[src/rtl/seq_counter_param.sv]
// Table-driven sequence counter: steps an index through a writable value table, updating on the
// falling clock edge. Define SEQCNT_REVERSE_EN to add the dir port and reverse stepping.
module seq_counter_param #(
    parameter  int unsigned WIDTH = 4,
    parameter  int unsigned DEPTH = 16,
    localparam int unsigned AW    = $clog2(DEPTH)
) (
    input  logic             clk,
    input  logic             rst,
    input  logic             en,
`ifdef SEQCNT_REVERSE_EN
    input  logic             dir,
`endif
    input  logic             len_wr,
    input  logic [AW-1:0]    len_in,
    input  logic             tbl_we,
    input  logic [AW-1:0]    tbl_addr,
    input  logic [WIDTH-1:0] tbl_din,
    output logic [WIDTH-1:0] out,
    output logic [AW-1:0]    idx,
    output logic             wrap
);

    localparam logic [AW-1:0] LastMax = AW'(DEPTH - 1);

    logic [WIDTH-1:0] r_table [DEPTH];
    logic [AW-1:0]    r_last;
    logic [AW-1:0]    r_idx;
    logic [WIDTH-1:0] r_out;
    logic             r_wrap;

    logic             w_addr_ok;
    logic [AW-1:0]    w_last_new;
    logic [AW-1:0]    w_last_nxt;
    logic [AW-1:0]    w_idx_nxt;
    logic             w_wrap_nxt;
    logic [WIDTH-1:0] w_out_nxt;

    // Compare at 32 bits so non-power-of-two depths range-check correctly.
    assign w_addr_ok  = 32'(tbl_addr) < DEPTH;
    assign w_last_new = (32'(len_in) > (DEPTH - 1)) ? LastMax : len_in;

    always_comb begin
        w_last_nxt = r_last;
        w_idx_nxt  = r_idx;
        w_wrap_nxt = 1'b0;
        if (len_wr) begin
            w_last_nxt = w_last_new;
            if (r_idx > w_last_new) begin
                w_idx_nxt = '0;
            end
        end else if (en) begin
`ifdef SEQCNT_REVERSE_EN
            if (dir) begin
                if (r_idx == '0) begin
                    w_idx_nxt  = r_last;
                    w_wrap_nxt = 1'b1;
                end else begin
                    w_idx_nxt = r_idx - 1'b1;
                end
            end else
`endif
            begin
                if (r_idx == r_last) begin
                    w_idx_nxt  = '0;
                    w_wrap_nxt = 1'b1;
                end else begin
                    w_idx_nxt = r_idx + 1'b1;
                end
            end
        end
    end

    // A same-edge write to the entry being selected is forwarded straight to out.
    always_comb begin
        w_out_nxt = r_table[w_idx_nxt];
        if (tbl_we && w_addr_ok && (tbl_addr == w_idx_nxt)) begin
            w_out_nxt = tbl_din;
        end
    end

    always_ff @(negedge clk or negedge rst) begin
        if (!rst) begin
            for (int i = 0; i < int'(DEPTH); i++) begin
                r_table[i] <= WIDTH'(i);
            end
            r_last <= LastMax;
            r_idx  <= '0;
            r_out  <= '0;
            r_wrap <= 1'b0;
        end else begin
            if (tbl_we && w_addr_ok) begin
                r_table[tbl_addr] <= tbl_din;
            end
            r_last <= w_last_nxt;
            r_idx  <= w_idx_nxt;
            r_out  <= w_out_nxt;
            r_wrap <= w_wrap_nxt;
        end
    end

    assign out  = r_out;
    assign idx  = r_idx;
    assign wrap = r_wrap;

endmodule

[config.mk]
export PLATFORM = sky130hd
export DESIGN_NAME = seq_counter_param
export DESIGN_NICKNAME = d
export VERILOG_FILES = /design/src/rtl/seq_counter_param.sv
export SDC_FILE = /design/constraint.sdc
export NUM_CORES = 1
export LEC_CHECK = 0
export CORE_UTILIZATION = 55
export DETAILED_ROUTE_END_ITERATION = 8
export PLACE_DENSITY_LB_ADDON = 0.25
export SYNTH_ARGS = -nofsm -noshare
export SYNTH_HDL_FRONTEND = slang
export SYNTH_SLANG_ARGS = --single-unit
export TNS_END_PERCENT = 1
[constraint.sdc]
create_clock -name clk -period 3.6 [get_ports clk]
set_input_delay 0.72 -clock clk [delete_from_list [all_inputs] [get_ports clk]]
set_output_delay 0.72 -clock clk [all_outputs]
set_load 0.03 [all_outputs]
# Word-level counts from Yosys, hierarchy flattened
# Cells that the tools add are included.
# totals
inputBits,17
regBits,77
output_inout_bits,9
wordCells,45
# classes
n_lt_le_gt_ge,4
n_bitwise,2
muxes,14
n_reduce_logical,2
eq_ne,2
add_sub_neg,1
# op_table
op,count
64-bit bitwise mux,1
4-bit 2-to-1 mux,8
4-bit binary-select mux with 4-bit select,1
4-bit demux with 4-bit select,1
"5-bit greater-or-equal comparator, second input constant",2
4-bit inverter with 5-bit output,2
4-bit equality test,2
"5-bit by 1-bit < comparator with 1-bit output, second input constant",1
"4-bit by 1-bit adder with 4-bit output, second input constant",1
4-bit > comparator,1
1-bit 2-to-1 mux,3
1-bit logical AND,2

# Depth between registers and ports, before layout
# logic_depth
word_depth,9
mapped_depth,12
mapped_depth_nobuf,10

==> out/metrics.cfg <==
[grt]
grt_pass1_vias = 3482
grt_overflow = 0
grt_pass1_wl_um = 17700
antenna_found_initial = 0
grt_max_degree = 44
grt_usage_pct = 30.7

[yosys]
syn_avg_cell_area_um2 = 11.8
synthArstFlopShare_pct = 100
synth_flop_cell = dfrtn_1
syn-cell-area_mm2 = 0.00421
syn_inst = 358
synth_nets = 380
synth_seq_cells = 77
synth_cell_types = 54
ys_seq_area_share_pct = 46.9
synth_warnings = 0
synth_edf_count = 0

[cts]
clk_pin_slew_ns = 0.07
clk_latency_ns = 0.42
cts_tree = built
cts-hold-fix-buffers = 0
cts_buffers = 9
clockBufferDepth = 2
cts-root-buf = clkbuf_8
h-tree-depth = 3
clock_sinks = 77

[drt]
wirelength_um = 11700
drt-vias-per-instance = 6.20
vias = 3578
ant_nets = 0
route.detailed.drc = 0
dr.pass1.iters = 5
drt_iter0_markers = 280
wire_per_inst_um = 20.3

[timing]
hold_slack_ns = 0.446
finalWorstSetupSlack_ns = -0.824
worst_slew_pin_slew_ns = 0.550
drv_slew = 0
tns_ns = -3.27
max_slew_margin_pct = 62.8
setup_viol = 11
clock_skew_ns = 0.0691
rsz0062_at_grt = yes
final_hold_viol_count = 0

[die]
start_util_pct = 57.4
ios = 26
die_h_um = 89.5
row_count = 31
die_area_mm2 = 0.00800
die_w_um = 89.5
core_mm2 = 0.00733

[layout]
layout_common_cells = 67 x mux2_2, 54 x buf_4, 41 x dfrtn_1
syn2layout_area_growth_pct = 34.9
layout.nets = 495
drive_gt1_share_pct = 51.7
antenna_cells = 0
fillers = 421
final_common_cell = mux2_2

[power]
intPower_mw = 2.30
pwr-share-comb_pct = 43.5
seqPwrFrac_pct = 34.4
p_switching_mw = 1.47
p_sw_share_pct = 39.0
power.density_mw_per_mm2 = 665
clock_power_share_pct = 22.1
leakage_nw = 2.50
ir_worst_vdd_mv = 0.346

[worst_setup_path]
criticalPathCategory = input pin to flop
critical_path_arrival_ns = 2.79
worstPathRequired_ns = 1.97
critPathCaptureType = flop
startpoint_type = input pin
cp_max_fo = 6

[place]
dp_hpwl_um = 7790
place_ws_ns = -1.52
io_buffer_count = 25
gp_congestion = 0.918

[status]
violations = negative setup slack
status = finished, violations left

[worst_hold_path]
min_path_type = flop to flop

[job]
drv_cap = 0

worst max-delay path, cell delays in order:
cell	delay, ns
buf_8	0.11
inv_8	0.04
ha_4	0.19
nor2b_4	0.12
o31a_1	0.33
o211ai_4	0.30
nand2_4	0.13
buf_12	0.14
buf_16	0.12
a21o_1	0.15
o211ai_1	0.26
a41oi_1	0.18
flip-flops by register name, indices dropped and copies added (netlist names):
register / flops
idx: 4
out: 4
r_last: 4
r_table: 64
wrap: 1
routing by layer:
metal | wire length, µm | track usage [%] | up-vias
li1 | - | - | 1589
met1 | 4860 | 39.4 | 1788
met2 | 5660 | 49.0 | 170
met3 | 852 | 7.85 | 31
met4 | 354 | 13.9 | 0
met5 | 0 | 0 | -
area by class of cell:
cell class / count / area [µm²] / share of cell area, %
inverters: 7 / 43.8 / 0.771
flip-flops and latches: 77 / 1970 / 34.7
clock inverters: 43 / 215 / 3.79
clock buffers: 9 / 124 / 2.18
repair buffers: 92 / 920 / 16.2
well taps: 99 / 124 / 2.18
multi-input cells: 250 / 2280 / 40.1
cells in the mapped netlist, drive strengths merged (2+ instances only):
| cell | instances | area [µm²] |
|---|---|---|
| buf | 10 | 62.6 |
| inv | 7 | 26.3 |
| a221o | 17 | 170 |
| nand2 | 6 | 25.0 |
| a31oi | 2 | 12.5 |
| clkbuf | 13 | 50.0 |
| nand3b | 4 | 30.0 |
| nand3 | 7 | 35.0 |
| dfrtn | 41 | 1030 |
| nand2b | 9 | 63.8 |
| or2 | 2 | 15.0 |
| mux2 | 68 | 766 |
| nand4 | 2 | 12.5 |
| a21o | 9 | 68.8 |
| dfstp | 36 | 946 |
| and3 | 8 | 55.1 |
| nor3 | 5 | 25.0 |
| xor2 | 2 | 17.5 |
| ha | 5 | 62.6 |
| o211ai | 9 | 72.6 |
| a21oi | 4 | 23.8 |
| nor2 | 18 | 67.6 |
| and2 | 18 | 113 |
| o21a | 2 | 15.0 |
| and2b | 2 | 17.5 |
| o21ai | 12 | 60.1 |
| xnor2 | 4 | 35.0 |
| a41oi | 3 | 26.3 |
| a32oi | 15 | 131 |
| nor3b | 2 | 15.0 |
| o221ai | 2 | 17.5 |
path summary, 6_finish.rpt:
kind / startpoint / end / slack [ns] / cells past startpoint
worst min-delay path: r_table[52] / r_table[52] / 0.45 / 1
min in group asynchronous: rst / idx[1] / 2.01 / 2
worst max register to register: idx[3] / out[3] / 0.73 / 10
max in group asynchronous: rst / r_table[5] / 1.23 / 2
worst max-delay path: len_in[1] / out[3] / -0.82 / 12
worst min register to register: r_table[52] / r_table[52] / 0.45 / 1
kinds of logic (layout without fill, tap and decap cells):
kind of cell	count (synthesis)	count (layout)	synth area share (%)
buffers and inverters	31	151	3.39
AO/OA/AOI/OAI	82	82	16.0
flip-flops	77	77	46.9
XOR/XNOR	6	6	1.25
AND/OR/NAND/NOR	88	88	12.6
multiplexers	69	69	18.4
adder cells (fa/ha/maj)	5	5	1.49
repair_timing:
item | in CTS | in global routing
endpoints found under the setup margin | 74 | 25
resized for setup | 66 | 22
pin swaps | 25 | 15
cloned | 1 | 0
hold endpoints to repair | 0 | 0
buffers inserted | 4 | 3
power groups by stage:
stage                     clock [mW]  combinational [mW]  sequential [mW]
final                          0.833                1.64             1.30
after global routing           0.923                1.74             1.32
after CTS                      0.851                1.56             1.29
after detailed placement      0.0628                1.46             1.30
after global placement        0.0628                1.42             1.29
after floorplan               0.0628               0.866             1.33
per-stage QoR:
step | area [µm²] | util (%) | std cells | power, mW
floorplan | 4250 | - | 358 | 2.26
global placement | 5070 | 69.2 | 520 | 2.77
detailed placement | 5070 | 69.2 | 520 | 2.82
CTS | 5590 | 76.3 | 575 | 3.70
global route | 5680 | 77.5 | 577 | 3.99
finish | 5680 | 77.5 | 577 | 3.78
No activity file was read; power rests on OpenSTA's default activity.
